## src/rtl/uart_tx_if.sv

```systemverilog
// Parallel-side handshake and serial line of the UART transmitter.
interface uart_tx_if #(
  parameter int unsigned UART_size = 8
) ();

  logic [UART_size-1:0] TX_P_DATA;
  logic                 TX_D_VLD;
  logic                 PAR_EN;
  logic                 PAR_TYP;
  logic                 TX_OUT;
  logic                 busy;

  // Controller side: drives the request, watches line and busy.
  modport master (
    output TX_P_DATA,
    output TX_D_VLD,
    output PAR_EN,
    output PAR_TYP,
    input  TX_OUT,
    input  busy
  );

  // Transmitter side.
  modport slave (
    input  TX_P_DATA,
    input  TX_D_VLD,
    input  PAR_EN,
    input  PAR_TYP,
    output TX_OUT,
    output busy
  );

endinterface

```

## src/rtl/uart_tx.sv

```systemverilog
// UART transmitter: one clock per bit, frame = start, data LSB-first, optional parity, stop.
// TX_OUT and busy are registered and take the value of the state being entered.
module uart_tx #(
  parameter int unsigned UART_size = 8
) (
  input  logic       clk,
  input  logic       rst,
  uart_tx_if.slave   bus
);

  localparam int unsigned CntW = (UART_size > 1) ? $clog2(UART_size) : 1;
  localparam logic [CntW-1:0] LastBit = CntW'(UART_size - 1);

  typedef enum logic [2:0] {StIdle, StStart, StData, StParity, StStop} state_e;

  state_e                state_q, state_d;
  logic [CntW-1:0]       cnt_q, cnt_d;
  logic [UART_size-1:0]  data_q, data_d;
  logic                  par_en_q, par_en_d;
  logic                  par_typ_q, par_typ_d;
  logic                  tx_out_q, tx_out_d;
  logic                  busy_q, busy_d;
  logic [CntW-1:0]       cnt_nxt;

  assign cnt_nxt = cnt_q + 1'b1;

  // Next state plus the line/busy value belonging to that next state.
  always_comb begin
    state_d   = state_q;
    cnt_d     = cnt_q;
    data_d    = data_q;
    par_en_d  = par_en_q;
    par_typ_d = par_typ_q;
    tx_out_d  = 1'b1;
    busy_d    = 1'b0;
    unique case (state_q)
      StIdle: begin
        if (bus.TX_D_VLD) begin
          data_d    = bus.TX_P_DATA;
          par_en_d  = bus.PAR_EN;
          par_typ_d = bus.PAR_TYP;
          cnt_d     = '0;
          state_d   = StStart;
          tx_out_d  = 1'b0;
          busy_d    = 1'b1;
        end
      end
      StStart: begin
        state_d  = StData;
        tx_out_d = data_q[0];
        busy_d   = 1'b1;
      end
      StData: begin
        busy_d = 1'b1;
        if (cnt_q == LastBit) begin
          if (par_en_q) begin
            state_d  = StParity;
            tx_out_d = (^data_q) ^ par_typ_q;
          end else begin
            state_d  = StStop;
            tx_out_d = 1'b1;
          end
        end else begin
          cnt_d    = cnt_nxt;
          tx_out_d = data_q[cnt_nxt];
        end
      end
      StParity: begin
        state_d  = StStop;
        tx_out_d = 1'b1;
        busy_d   = 1'b1;
      end
      StStop: begin
        state_d = StIdle;
      end
      default: begin
        state_d = StIdle;
      end
    endcase
  end

  // State and output registers; reset abandons any frame in progress.
  always_ff @(posedge clk or posedge rst) begin
    if (rst) begin
      state_q   <= StIdle;
      cnt_q     <= '0;
      data_q    <= '0;
      par_en_q  <= 1'b0;
      par_typ_q <= 1'b0;
      tx_out_q  <= 1'b1;
      busy_q    <= 1'b0;
    end else begin
      state_q   <= state_d;
      cnt_q     <= cnt_d;
      data_q    <= data_d;
      par_en_q  <= par_en_d;
      par_typ_q <= par_typ_d;
      tx_out_q  <= tx_out_d;
      busy_q    <= busy_d;
    end
  end

  assign bus.TX_OUT = tx_out_q;
  assign bus.busy   = busy_q;

endmodule

```

## src/flat_wrapper.sv

```systemverilog
// flat-port wrapper written by rule: the top's interface ports become plain ports
module uart_tx_flat 
#(
  parameter int unsigned UART_size = 8
)
  (clk, rst, bus_TX_P_DATA, bus_TX_D_VLD, bus_PAR_EN, bus_PAR_TYP, bus_TX_OUT, bus_busy);
  uart_tx_if #(.UART_size(UART_size)) bus_i ();
  input  logic clk;
  input  logic rst;
  input wire logic [$bits(bus_i.TX_P_DATA)-1:0] bus_TX_P_DATA;
  input wire logic [$bits(bus_i.TX_D_VLD)-1:0] bus_TX_D_VLD;
  input wire logic [$bits(bus_i.PAR_EN)-1:0] bus_PAR_EN;
  input wire logic [$bits(bus_i.PAR_TYP)-1:0] bus_PAR_TYP;
  output wire logic [$bits(bus_i.TX_OUT)-1:0] bus_TX_OUT;
  output wire logic [$bits(bus_i.busy)-1:0] bus_busy;
  assign bus_i.TX_P_DATA = bus_TX_P_DATA;
  assign bus_i.TX_D_VLD = bus_TX_D_VLD;
  assign bus_i.PAR_EN = bus_PAR_EN;
  assign bus_i.PAR_TYP = bus_PAR_TYP;
  assign bus_TX_OUT = bus_i.TX_OUT;
  assign bus_busy = bus_i.busy;
  uart_tx #(.UART_size(UART_size)) u_core (.clk(clk), .rst(rst), .bus(bus_i));
endmodule
```

## config.mk

```make
export PLATFORM = sky130hd
export DESIGN_NAME = uart_tx_flat
export DESIGN_NICKNAME = d
export VERILOG_FILES = /design/src/rtl/uart_tx_if.sv /design/src/rtl/uart_tx.sv /design/src/flat_wrapper.sv
export SDC_FILE = /design/constraint.sdc
export NUM_CORES = 1
export LEC_CHECK = 0
export BUFFER_PORTS_ARGS = -buffer_cell sky130_fd_sc_hd__clkbuf_2
export CELL_PAD_IN_SITES_DETAIL_PLACEMENT = 1
export CELL_PAD_IN_SITES_GLOBAL_PLACEMENT = 1
export CORE_ASPECT_RATIO = 1.4
export CORE_MARGIN = 2
export CORE_UTILIZATION = 30
export CTS_CLUSTER_DIAMETER = 30
export DETAILED_ROUTE_END_ITERATION = 10
export PLACE_DENSITY = 0.65
export SLEW_MARGIN = 10
export SYNTH_ARGS = -nofsm -noshare
export SYNTH_HDL_FRONTEND = slang
export SYNTH_SLANG_ARGS = --single-unit
```

## constraint.sdc

```tcl
create_clock -name clk -period 2.45 [get_ports clk]
set_clock_uncertainty 0.15 [all_clocks]
set_input_delay 0.3675 -clock clk [delete_from_list [all_inputs] [get_ports clk]]
set_output_delay 0.3675 -clock clk [all_outputs]
set_load 0.01 [all_outputs]
```

### After elaboration in Yosys (flattened, before gate mapping)

Index checks and enable logic that the tools add are counted.

| storage, ports and cells | value |
|---|---|
| output and inout bits | 2 |
| bits in registers | 18 |
| logic and storage cells | 39 |
| input port bits | 13 |

| operators by class | value |
|---|---|
| bitwise operators | 1 |
| multiplexer cells | 15 |
| reductions and logical operators | 7 |
| magnitude comparators | 1 |
| $add $sub $neg | 1 |
| eq/ne operators | 7 |

Operator list:

| cell | number |
|---|---|
| 3-bit 2-to-1 mux | 5 |
| 3-bit case mux with 4 select lines | 1 |
| 8-bit parity | 1 |
| 3-bit by 2-bit == test with 1-bit output (second input constant) | 2 |
| 3-bit case mux with 2 select lines | 1 |
| 1-bit 2-to-1 mux | 5 |
| 3-bit by 4-bit less-than comparator with 1-bit output (second input constant) | 1 |
| 2-bit inequality test (second input constant) | 2 |
| 2-bit AND reduction | 2 |
| 3-bit by 1-bit adder with 3-bit output (second input constant) | 1 |
| 1-bit binary-select mux with 3-bit select | 1 |
| 3-bit by 1-bit == test with 1-bit output (second input constant) | 1 |
| 3-bit == test (second input constant) | 1 |
| 3-bit zero test | 1 |
| 1-bit case mux with 3 select lines | 1 |
| 3-bit AND reduction | 1 |
| 3-bit OR reduction | 1 |
| 2-bit by 1-bit inequality test with 1-bit output (second input constant) | 1 |
| 1-bit case mux with 2 select lines | 1 |
| 2-bit nonzero test | 1 |
| 1-bit XOR | 1 |

### Longest topological paths before layout

| logic depth | value |
|---|---|
| depth after elaboration | 5 |
| gate-level depth with buffers | 6 |
| mapped depth without buffers | 6 |

### Worst setup path before layout

OpenSTA, ideal clock, no wires.

| timing path | value |
|---|---|
| kind | reg-to-reg |
| start | register u_core.cnt_q[0] |
| end | register u_core.tx_out_q, in the netlist u_core.bus.TX_OUT |
| arrival time | 1.919 ns |
| clock period less this slack | 2.150 ns |
| library setup time | 0.081 ns |
| required time | 2.219 ns |
| setup slack | 0.300 ns |
| buffers on the path | 0 |
| stages on the path, launching flop included | 7 |
| cell sequence | dfrtp_1 -> ha_1 -> ha_1 -> mux2_2 -> mux4_2 -> o21ai_2 -> a21oi_2 |

| on the way | value |
|---|---|
| cells in the longest elaborated chain, start to end | 5 |
| elaborated cells between the ends (all ways) | 6 |
| those cells by class | add/sub (1); eq/ne (1); mux (4) |

Ends and longest elaborated chain:

| item | RTL line | source |
|---|---|---|
| from (decl) | uart_tx.sv:17 | `logic [CntW-1:0] cnt_q, cnt_d;` |
| from (signal assigned) | uart_tx.sv:94 | `cnt_q <= cnt_d;` |
| 3-bit by 1-bit adder with 3-bit output | uart_tx.sv:25 | `assign cnt_nxt = cnt_q + 1'b1;` |
| 1-bit binary-select mux with 3-bit select | uart_tx.sv:65 | `tx_out_d = data_q[cnt_nxt];` |
| 1-bit 2-to-1 mux (implied by the code) | uart_tx.sv:65 |  |
| 1-bit 2-to-1 mux * | uart_tx.sv:55 | `if (cnt_q == LastBit) begin` |
| 1-bit case mux with 3 select lines * | uart_tx.sv:36 | `unique case (state_q)` |
| named net u_core.tx_out_d | uart_tx.sv:21 | `logic tx_out_q, tx_out_d;` |
| to (signal assigned) | uart_tx.sv:98 | `tx_out_q <= tx_out_d;` |
| to (decl) | uart_tx.sv:21 |  |

Mark *: on every way through the listed nets, which the timed path passes. The rest lies on a longest branch. The select of a mux whose other input is x is not followed.
A chain may end at the register's enable or synchronous reset.

### Final worst setup path

Same ends and word-level chain as after synthesis.

==> metrics <==
WP data required=2.48 ns; PD cells=~1400 nW/µm²; Num Clock Sinks=18; max-cap violations=0; Synth top area share=between 40% and 50%; largest area contributor in the netlist=dfrtp_1; library cells used by synthesis=32; FMAX=447 MHz; Clock transition at path regs=0.07 ns; Worst Path Arrival=roughly 2.3 ns; worst r2r dst=u_core.bus.TX_OUT; most frequent cells after synthesis=dfrtp_1, mux2_2, a21oi_1, inv_1, mux2_1; slowest stage delay, CP=0.46 ns; period utilization=91.4%; routability congestion estimate=0.762; wire length per cell=14.3 µm; largest net degree at the start of global routing=19; Num CTS Buffers=3; Avg Cell Area, Syn=around 14 µm²; number of synthesized flops with an enable pin=0; initial antenna violation count=0; Slowest cell on crit path=mux4_2; wire length on met2=around 1100 µm; most used cell, CP=ha_1; largest cells by area after synthesis=dfrtp_1, mux2_2, mux2_1; Worst setup SP type=flip-flop; Root Driver=clkbuf_8; Port Buffers=14; Die W=about 53 µm; Gate Count Post-Synth=between 70 and 80; WL met3=64 µm; Detail Route Antenna Nets=0; die height=72.4 µm; Final WS setup=about 0.21 ns; Syn Std Cell Area=1000 µm²; drt pass-1 iters=4; critical path capture point type=flip-flop; first-pass GRT wire length=3220 µm; unrepaired setup endpoints after global routing=no; post-CTS sizing=0; nets=between 100 and 150; Fillers=354; # setup viols final=0; status=finished clean; max-slew violation count=0; min Tclk post-route=~2.2 ns; asr flop ratio synth=100%; htree depth=1; relative slew slack=between 50% and 60%; worst-margin pin slew=0.700 ns; worst r2r src=u_core.cnt_q[0]; row cnt=24; Worst VDD drop=552 µV; DR top layer=met4; total track usage=11.7%; WL met1=694 µm; via/cell ratio=just under 5; most frequent cell after synthesis=dfrtp_1; vias=approximately 630; flop-to-flop setup slack=between 0.2 and 0.25 ns; clock tree buffer depth=2; area grow syn2layout=15.0%; Pleak=0.507 nW; worst min-delay path class=primary input to asynchronous set/reset pin; fraction of layout instances using a drive strength above 1=45.6%; # IOs=15; Core ar.=3150 µm²; CTS Hold Buffers Added=0; final hold violations=0; cell count of the worst reg-to-reg path=6; Detail Placement HPWL=1460 µm; post-synthesis sequential area ratio=45.0%; CP cell instances=ha_1 -> ha_1 -> mux2_2 -> mux4_2 -> o21ai_2 -> a21oi_2; total routed wirelength=about 1800 µm; setup repair bufs after CTS=0; Setup CP Type=flip-flop to flip-flop; First DRT Iteration DRCs=3; Worst-Skew Late Latency=0.25 ns; Initial Utilization=between 30% and 40%; Synth Warn #=0; post-route DRC violation count=0; Synth Register Bits=18; CTS tree=yes; main flop type after synthesis=dfrtp_1; number of global-route vias before repair=684; setup TNS=0 ns; crit-path max FO=5; pre-CTS setup slack=0.204 ns; Syn Nets=88; Antenna Cells=0; gr ovfl total=0; die area=about 3800 µm²
==> worst max-delay path: cells and delay by family, from the launching register on <==
family	cells	cell delay (ns)
DFF	1	0.41
adders and majority gates	2	0.58
AOI/OAI and AO/OA	2	0.20
muxes	2	0.82
==> cell usage in the layout, fill, tap and decap left out, types with 2 or more instances in the layout <==
cell / count
a22o_1: 2
dfrtp_1: 17
nor3b_1: 2
clkbuf_8: 3
inv_1: 3
clkbuf_2: 14
mux2_2: 12
mux2_1: 3
a21oi_1: 3
nor2_1: 2
xnor2_1: 2
o21ai_0: 2
ha_1: 2
nand2_1: 2
nor3_1: 2
==> through the flow <==
| step | instance area [µm²] | hold slack (ns) | utilization [%] | power, mW | cells |
|---|---|---|---|---|---|
| global route | 1150 | 0.0977 | 36.6 | 1.70 | 129 |
| finish | 1150 | 0.0489 | 36.6 | 1.57 | 129 |
| detailed placement | 1110 | 0.350 | 35.2 | 1.38 | 125 |
| CTS | 1150 | 0.0765 | 36.6 | 1.61 | 129 |
| global placement | 1110 | 0.344 | 35.2 | 1.36 | 125 |
| floorplan | 1000 | 0.155 | - | 1.23 | 73 |
==> routing by layer <==
metal,vias to the layer above,track usage (%)
met1,317,12.9
li1,297,-
met3,2,2.47
met5,-,0
met2,10,21.4
met4,0,4.27
==> logic make-up (layout without fill, tap and decap cells) <==
logic type | Yosys count | count (layout) | share of synthesized area [%]
AND/OR/NAND/NOR | 13 | 13 | 8.60
buffers and inverters | 5 | 22 | 3.24
XOR/XNOR | 6 | 6 | 9.98
AO/OA/AOI/OAI | 13 | 13 | 11.6
multiplexers | 16 | 16 | 19.1
flip-flops | 18 | 18 | 45.0
adder cells (fa/ha/maj) | 2 | 2 | 2.49
==> worst max path at each step <==
stage	cells after the start	end	slack, ns	startpoint
floorplan	6	u_core.bus.TX_OUT	0.30	u_core.cnt_q[0]
global placement	6	u_core.bus.TX_OUT	0.26	u_core.cnt_q[0]
detailed placement	6	u_core.bus.TX_OUT	0.20	u_core.cnt_q[0]
CTS	6	u_core.bus.TX_OUT	0.20	u_core.cnt_q[0]
global route	6	u_core.bus.TX_OUT	0.13	u_core.cnt_q[0]
finish	6	u_core.bus.TX_OUT	0.21	u_core.cnt_q[0]
==> report_power, final <==
group	internal, mW	switching (mW)
Combinational	0.496	0.272
Clock	0.115	0.0988
Sequential	0.441	0.149
Total	1.05	0.520
==> registers in the layout, summed over array words and instances (netlist names) <==
| register | count |
|---|---|
| u_core.data_q | 8 |
| u_core.par_en_q | 1 |
| u_core.bus.busy | 1 |
| u_core.state_q | 3 |
| u_core.bus.TX_OUT | 1 |
| u_core.par_typ_q | 1 |
| u_core.cnt_q | 3 |
==> area by class of cell <==
type / count / area (µm²) / area share, %
multi-input combinational: 50 / 519 / 45.0
sequential: 18 / 452 / 39.2
inverter: 3 / 11.3 / 0.976
tap: 39 / 48.8 / 4.23
timing repair buffer: 15 / 77.6 / 6.72
clock buffer: 4 / 45.0 / 3.90
(Power assumes the default switching activity.)
